**config.mk**
```make
export PLATFORM = sky130hd
export DESIGN_NAME = load_store_unit
export DESIGN_NICKNAME = d
export VERILOG_FILES = /design/src/rtl/lsu_pkg.sv /design/src/rtl/load_align_ext.sv /design/src/rtl/load_store_unit.sv
export SDC_FILE = /design/constraint.sdc
export NUM_CORES = 1
export LEC_CHECK = 0
export ABC_AREA = 1
export ABC_CLOCK_PERIOD_IN_PS = 2800
export BUFFER_PORTS_ARGS = -buffer_cell sky130_fd_sc_hd__buf_2
export CORE_MARGIN = 2
export CORE_UTILIZATION = 55
export CTS_BUF_LIST = sky130_fd_sc_hd__clkbuf_16
export CTS_CLUSTER_DIAMETER = 50
export DETAILED_ROUTE_END_ITERATION = 8
export GPL_TIMING_DRIVEN = 0
export PLACE_DENSITY = 0.81
export SYNTH_ARGS = -nofsm -noshare
export SYNTH_HDL_FRONTEND = slang
export SYNTH_SLANG_ARGS = --single-unit
```
**constraint.sdc**
```tcl
create_clock -name clk -period 2.8 [get_ports clk]
set_clock_uncertainty 0.2 [all_clocks]
set_input_delay 0.56 -clock clk [delete_from_list [all_inputs] [get_ports clk]]
set_output_delay 0.56 -clock clk [all_outputs]
set_load 0.005 [all_outputs]
```
**src/rtl/lsu_pkg.sv**
```systemverilog
// lsu_pkg: shared size codes, FSM encoding and byte-lane helpers for the load/store unit.
package lsu_pkg;
    localparam logic [1:0] SZ_B = 2'd0;
    localparam logic [1:0] SZ_H = 2'd1;
    localparam logic [1:0] SZ_W = 2'd2;
    localparam logic [1:0] SZ_D = 2'd3;

    typedef enum logic [1:0] {IDLE, RD, WR, RSP} state_t;

    // Low address bits that must be zero for a naturally aligned access of this size.
    function automatic logic [2:0] addr_mask(input logic [1:0] size);
        return 3'b111 >> (2'd3 - size);
    endfunction

    function automatic logic [7:0] lane_mask(input logic [2:0] lane, input logic [1:0] size);
        logic [7:0] base;
        base = size == SZ_D ? 8'hFF : size == SZ_W ? 8'h0F : size == SZ_H ? 8'h03 : 8'h01;
        return base << lane;
    endfunction
endpackage

```
**src/rtl/load_align_ext.sv**
```systemverilog
// load_align_ext: extracts the addressed lane of a doubleword and sign/zero-extends it to 64 bits.
module load_align_ext
    import lsu_pkg::*;
(
    input  logic [63:0] buffer,
    input  logic [2:0]  lane,
    input  logic [1:0]  size,
    input  logic        is_unsigned,
    output logic [63:0] result
);
    logic [63:0] s;

    always_comb begin
        s = buffer >> {lane, 3'b000};
        result = size == SZ_B ? {{56{!is_unsigned && s[7]}}, s[7:0]}
               : size == SZ_H ? {{48{!is_unsigned && s[15]}}, s[15:0]}
               : size == SZ_W ? {{32{!is_unsigned && s[31]}}, s[31:0]}
               : s;
    end
endmodule

```
**src/rtl/load_store_unit.sv**
```systemverilog
// load_store_unit: single-outstanding load/store initiator for a byte-addressed 64-bit data memory;
// sub-doubleword stores are done as read-modify-write of the containing doubleword.
module load_store_unit
    import lsu_pkg::*;
#(
    parameter int MEM_BYTES   = 64,
    parameter bit CHECK_ALIGN = 1
) (
    input  logic        clk,
    input  logic        reset_n,
    input  logic        req_valid,
    output logic        req_ready,
    input  logic        req_write,
    input  logic [1:0]  req_size,
    input  logic        req_unsigned,
    input  logic [63:0] req_addr,
    input  logic [63:0] req_wdata,
    output logic        rsp_valid,
    output logic [63:0] rsp_rdata,
    output logic        rsp_err,
    output logic [63:0] Mem_Addr,
    output logic [63:0] Write_Data,
    output logic        MemRead,
    output logic        MemWrite,
    input  logic [63:0] Read_Data
);
    state_t      state, next;
    logic        wr_q, uns_q;
    logic [1:0]  size_q;
    logic [2:0]  lane_q;
    logic [63:0] wdata_q, wshift, bmask, merged, loaded;
    logic [7:0]  lmask;
    logic        accept, misaligned, out_of_range, err;

    assign req_ready    = state == IDLE;
    assign MemRead      = state == RD;
    assign MemWrite     = state == WR;
    assign rsp_valid    = state == RSP;
    assign accept       = req_valid && req_ready;
    assign misaligned   = CHECK_ALIGN && ((req_addr[2:0] & addr_mask(req_size)) != 3'd0);
    // 65-bit sum so addresses near the top of the space cannot wrap into range.
    assign out_of_range = ({1'b0, req_addr[63:3], 3'b000} + 65'd8) > 65'(MEM_BYTES);
    assign err          = misaligned || out_of_range;

    always_comb begin
        next = state == IDLE ? (!accept ? IDLE : err ? RSP : (req_write && req_size == SZ_D) ? WR : RD)
             : state == RD   ? (wr_q ? WR : RSP)
             : state == WR   ? RSP
             : IDLE;
    end

    always_comb begin
        lmask  = lane_mask(lane_q, size_q);
        wshift = wdata_q << {lane_q, 3'b000};
        for (int i = 0; i < 8; i++) bmask[8*i +: 8] = {8{lmask[i]}};
        merged = (Read_Data & ~bmask) | (wshift & bmask);
    end

    load_align_ext u_ext (
        .buffer      (Read_Data),
        .lane        (lane_q),
        .size        (size_q),
        .is_unsigned (uns_q),
        .result      (loaded)
    );

    always_ff @(posedge clk or negedge reset_n) begin
        if (!reset_n) begin
            state      <= IDLE;
            wr_q       <= 1'b0;
            uns_q      <= 1'b0;
            size_q     <= SZ_B;
            lane_q     <= 3'd0;
            wdata_q    <= 64'd0;
            Mem_Addr   <= 64'd0;
            Write_Data <= 64'd0;
            rsp_rdata  <= 64'd0;
            rsp_err    <= 1'b0;
        end else begin
            state <= next;
            if (accept) begin
                wr_q    <= req_write;
                uns_q   <= req_unsigned;
                size_q  <= req_size;
                lane_q  <= req_addr[2:0];
                wdata_q <= req_wdata;
                if (err) begin
                    rsp_err   <= 1'b1;
                    rsp_rdata <= 64'd0;
                end else begin
                    Mem_Addr <= {req_addr[63:3], 3'b000};
                    if (req_write && req_size == SZ_D) Write_Data <= req_wdata;
                end
            end
            if (state == RD && wr_q) Write_Data <= merged;
            if (state == RD && !wr_q) begin
                rsp_rdata <= loaded;
                rsp_err   <= 1'b0;
            end
            if (state == WR) begin
                rsp_rdata <= 64'd0;
                rsp_err   <= 1'b0;
            end
        end
    end
endmodule

```
# After elaboration in Yosys (flattened, before gate mapping)
# Cells that the tools add are included.
# totals
wordCells	76
input_bits	199
register_bits	263
# op_classes
reduce_logical	20
addsub	2
n_bitwise	6
shift	4
n_eq_ne	8
n_mux	25
n_lt_le_gt_ge	1
# op_table
op	n
$mux W64	11
$and A64 B64 Y64	2
$add A64 B4 Y65 const B	1
$gt A65 B7 Y1 const B	1
$not A64 Y64	1
$or A64 B64 Y64	1
$shl A64 B6 Y64	1
$shr A64 B6 Y64	1
$mux W2	7
$eq A2 B2 Y1 const B	5
$reduce_bool A3 Y1	3
$mux W8	1
$shl A8 B3 Y8	1
$logic_and A1 B1 Y1	7
$mux W1	5
$eq A2 B1 Y1 const B	2
$logic_not A2 Y1	2
$mux W4	1
$reduce_and A2 Y1	2
$reduce_bool A2 Y1	2
$and A3 B3 Y3	1
$reduce_and A3 Y1	1
$shr A3 B2 Y3 const A	1
$logic_not A1 Y1	2
other kinds (4)	4

# Longest topological paths before layout
# logic_depth
ltp_word	9
ltp_mapped	19
mapped_depth_nobuf	18

# By module
# A second synthesis with hierarchy kept.
# hier_totals
cells_unflattened	2828
area_unflattened_um2	18525.3
# modules_own_cells
mod	area_per_inst_um2	seq_area_each_um2	cells_each	instances
load_store_unit	16059.2	6581.3	2271	1
load_align_ext	2466.1	0.0	557	1

# Worst setup path after synthesis
# No wires, ideal clock.
# synth_timing
path_type	input to register
startpoint	input port req_addr[23]
endpoint	register state[1]
required_ps	2462
arrival_time_ps	2320
setup_time_ps	138
path_stages	17
setup_slack_ps	141
path_cell_list	nand2_1 -> nor2_1 -> nand2_1 -> nor2_1 -> nand2_1 -> nand2_1 -> nand2_1 -> nor2_1 -> nand2_1 -> nor2_1 -> nand3_1 -> nor2_2 -> nand3_4 -> nand2_2 -> buf_6 -> buf_8 -> o221ai_2
# synth_via
elab_chain_cells	6
# synth_rtl
item	line	text
start: declaration	load_store_unit.sv:16	input logic [63:0] req_addr,
$add A64 B4 Y65	load_store_unit.sv:42	assign out_of_range = ({1'b0, req_addr[63:3], 3'b000} + 65'd8) > 65'(MEM_BYTES);
$gt A65 B7 Y1	load_store_unit.sv:42	
$logic_or A1 B1 Y1	load_store_unit.sv:43	assign err = misaligned || out_of_range;
$mux W2 (3 in a row)	load_store_unit.sv:46	next = state == IDLE ? (!accept ? IDLE : err ? RSP : (req_write && req_size == SZ_D) ? WR : RD)
named net next[1]	load_store_unit.sv:27	state_t state, next;
end signal: assignment	load_store_unit.sv:80	state <= next;
end: declaration	load_store_unit.sv:27	
# The timed path passes the listed nets, and every way through them passes these cells.
# A chain may end at the register's enable or synchronous reset.

# Worst setup path after layout
# layout_timing
startpoint	register lane_q[1]
endpoint	register Write_Data[13]
# layout_via
elab_chain_cells	5
word_cells_on_any_way	7
cone_classes	shift: 2; mux: 1; bitwise: 4
# layout_rtl
item	line	text
start: declaration	load_store_unit.sv:30	logic [2:0] lane_q;
start signal: assignment	load_store_unit.sv:85	lane_q <= req_addr[2:0];
parallel branches: the longest is 3 deep, another holds $shl A64 B6 Y64	--	
$or A64 B64 Y64 (*)	load_store_unit.sv:56	merged = (Read_Data & ~bmask) | (wshift & bmask);
$mux W64 (*)	load_store_unit.sv:95	if (state == RD && wr_q) Write_Data <= merged;
end signal: assignment	load_store_unit.sv:92	if (req_write && req_size == SZ_D) Write_Data <= req_wdata;
end signal: assignment	load_store_unit.sv:95	
end: declaration	load_store_unit.sv:22	output logic [63:0] Write_Data,
# Mark *: on every way between the ends.

==> metrics.cfg <==
[floorplan]
num_io_pins = 396
fp-row-count = 64
dieArea_um2 = 32900
die_h_um = 181
fp.dieW_um = 181
start_util_pct = 56.2
core-area_um2 = 30700

[synthesis]
synth_top_area_cell = dfrtp_1
syn_inst = 2592
synthArstFlopShare_pct = 100
synth_cell_types = 47
yosys-top-cells-area = dfrtp_1, nand2_1, o21ai_0
avgSynthCellArea_um2 = 6.67
syn_area_um2 = 17300
seq_area_frac_synth_pct = 38.1
synth_edf_count = 0
ys_seq_elements = 263
yosys_warnings = 0
synth_flop_cell = dfrtp_1
yosys.area.top_type_share_pct = 38.1

[detailed_routing]
wl_um = 84000
drc_errors = 0
viasPerCell = 6.37
drtIter0Drc = 3408
ant_nets = 0
dr.pass1.iters = 8
avgRoutedWirePerCell_um = 24.3
dr_total_vias = 22100

[timing]
finalWorstSetupSlack_ns = -0.0380
period_share_pct = 101
hold_viol = 0
tightestPinTransition_ns = 0.778
rsz0062_at_grt = true
whs_ns = 0.0400
slew_headroom_pct = 48.2
slew_viol_final = 0
period_minus_slack_ns = 2.84
setup_viol = 10
max_freq_mhz = 352
tns_ns = -0.177

[critical_path]
crit_type = flip-flop to flip-flop
critPathBufInv = 5
reg2reg_to = Write_Data[13]
worst_path_largest_cell_delay_ns = 0.39
end_kind = flip-flop
crit_path_end = Write_Data[13]
start_kind = flip-flop
reg2regPathDepth = 10
worst_ep_arrival_time_ns = 3.11
cpMaxStageDelayCell = a21oi_1
path_depth = 10
crit_start = lane_q[1]
cp_top_family = buffers and inverters
worstPathCellList = buf_2 -> inv_1 -> buf_2 -> clkbuf_4 -> nand3_1 -> clkbuf_2 -> a21oi_1 -> a21oi_1 -> nand4_1 -> nand2_1
crit_required_ns = 3.07
worst-r2r-setup-slack_ns = -0.04
reg2reg_from = lane_q[1]
worstPathMaxFanout = 10

[placement]
dp_slack_ns = -1.07
placed_cells = 3384
dpl_cell_area_um2 = 19800
io_buffers = 392
gp_congestion = 1.10
dp_hpwl_um = 64500

[global_routing]
grt_pass1_vias = 20700
antenna_found_initial = 9
grt_max_degree = 108
grt_overflow = 0
grt_first_pass_wirelength_um = 122000
track_usage_pct = 48.8

[layout]
final_cell_area_um2 = 21600
layout_common_cells = nand2_1, buf_2, o21ai_0
final_common_cell = nand2_1
multi_input_area_um2 = 9420
nets = 3246
fillers = 2447
regArea_um2 = 6580
finalNonFillerCells = 3465
area_delta_synth_final_pct = 25.2
final_util_pct = 70.4
drive_gt1_share_pct = 23.2

[power_and_ir_drop]
power.total_mw = 21.8
p_leak_nw = 11.3
power.density_nw_per_um2 = 1010
ir_drop_mv = 0.702

[clocking]
cts.path.max_buffers = 3
root_buffer = clkbuf_16
cts_made_buffers = 28
cts.sinks = 263
htree_levels = 1
cts.clk_slew.worst_paths_ns = 0.07
cts_tree = done
clock_latency_ns = 0.59

[min_path]
worstHoldPathType = primary input to flip-flop

[job]
cap_violations = 0

[status]
failed_checks = setup timing
status = finished, violations left

layout make-up:
class	instances	area share, %
diodes	7	0.0809
well taps	396	2.29
clock buffers	28	3.24
plain buffers	160	3.93
clock inverters	21	1.24
repair buffers	418	10.4
multi-input cells	1891	43.5
inverters	281	4.91
flip-flops and latches	263	30.4
power breakdown:
part / internal [mW] / total [mW] / switching [mW]
registers: 4.88 / 5.83 / 0.941
logic: 3.40 / 12.0 / 8.60
clock network: 2.37 / 4.01 / 1.64
timing repair:
| action | 4_1_cts | 5_1_grt |
|---|---|---|
| endpoints found under the hold margin | 51 | 0 |
| buffers inserted | 4 | 19 |
| gates cloned | 0 | 1 |
| setup endpoints to repair | 184 | 198 |
| gates resized for setup | 105 | 182 |
| pin swaps | 2 | 31 |
| hold buffers | 1 | 0 |
per-layer routing:
| metal | global-route usage [%] | routed length, µm | vias up | part of all wire, % |
|---|---|---|---|---|
| li1 | - | - | 9381 | - |
| met1 | 63.6 | 30300 | 10100 | 36 |
| met2 | 72.8 | 34900 | 2046 | 42 |
| met3 | 14.0 | 12200 | 545 | 15 |
| met4 | 27.8 | 6650 | 2 | 7.9 |
| met5 | 0 | 12 | - | 0.014 |
worst reg2reg max path: stages (launching register included):
cell and delay [ns]:
dfrtp_1 0.35, buf_2 0.18, inv_1 0.18, buf_2 0.26, clkbuf_4 0.29, nand3_1 0.28, clkbuf_2 0.33, a21oi_1 0.40
a21oi_1 0.12, nand4_1 0.13, nand2_1 0.05
cells in the mapped netlist, types with 2 or more instances:
| library cell | number |
|---|---|
| buf_2 | 20 |
| o211ai_1 | 41 |
| nor2_2 | 12 |
| nor2_4 | 7 |
| o22ai_1 | 21 |
| clkbuf_1 | 100 |
| buf_8 | 2 |
| o31ai_1 | 2 |
| nand4_1 | 87 |
| o21ai_0 | 324 |
| nand3_1 | 166 |
| nand3_2 | 28 |
| o2111ai_1 | 2 |
| nor2_1 | 240 |
| xnor2_1 | 3 |
| inv_2 | 3 |
| a22o_1 | 2 |
| dfrtp_1 | 263 |
| a22oi_1 | 11 |
| a21oi_1 | 106 |
| or2_2 | 2 |
| buf_4 | 10 |
| a211oi_1 | 3 |
| a41oi_1 | 2 |
| buf_6 | 3 |
| o21bai_1 | 3 |
| nand2_2 | 6 |
| ha_1 | 4 |
| xor2_1 | 5 |
| inv_1 | 274 |
| mux2i_1 | 14 |
| clkinv_1 | 4 |
| nand2_1 | 761 |
| a31oi_1 | 3 |
| nor3_1 | 6 |
| nand3b_1 | 12 |
| o221ai_1 | 6 |
| buf_1 | 25 |
state kept, by name, summed over array words and instances, names as in the netlist:
signal,flops
Write_Data,64
rsp_rdata,64
wdata_q,64
Mem_Addr,61
lane_q,3
size_q,2
state,2
rsp_err,1
uns_q,1
wr_q,1
kinds of logic (layout without fill, tap and decap cells):
logic type	after synthesis	count (layout)	synth area share, %
DFF	263	263	38.1
xor gates and xnor gates	8	8	0.405
and+or+nand+nor	1331	1332	33.4
other	1	10	0.0217
AOI/OAI and AO/OA	530	530	16.8
adders and majority gates	4	4	0.290
buffers and inverters	441	908	10.2
muxes	14	14	0.811
worst min path at each step:
stage                     depth (start not counted)          start      endpoint
final                                             3  req_wdata[38]   wdata_q[38]
after global placement                            2    Mem_Addr[5]   Mem_Addr[5]
after global routing                              3  req_wdata[38]   wdata_q[38]
after detailed placement                          2    Mem_Addr[5]   Mem_Addr[5]
after CTS                                         3  req_wdata[32]   wdata_q[32]
after floorplan                                   0        reset_n  Mem_Addr[10]
No activity file was read; power rests on OpenSTA's default activity.
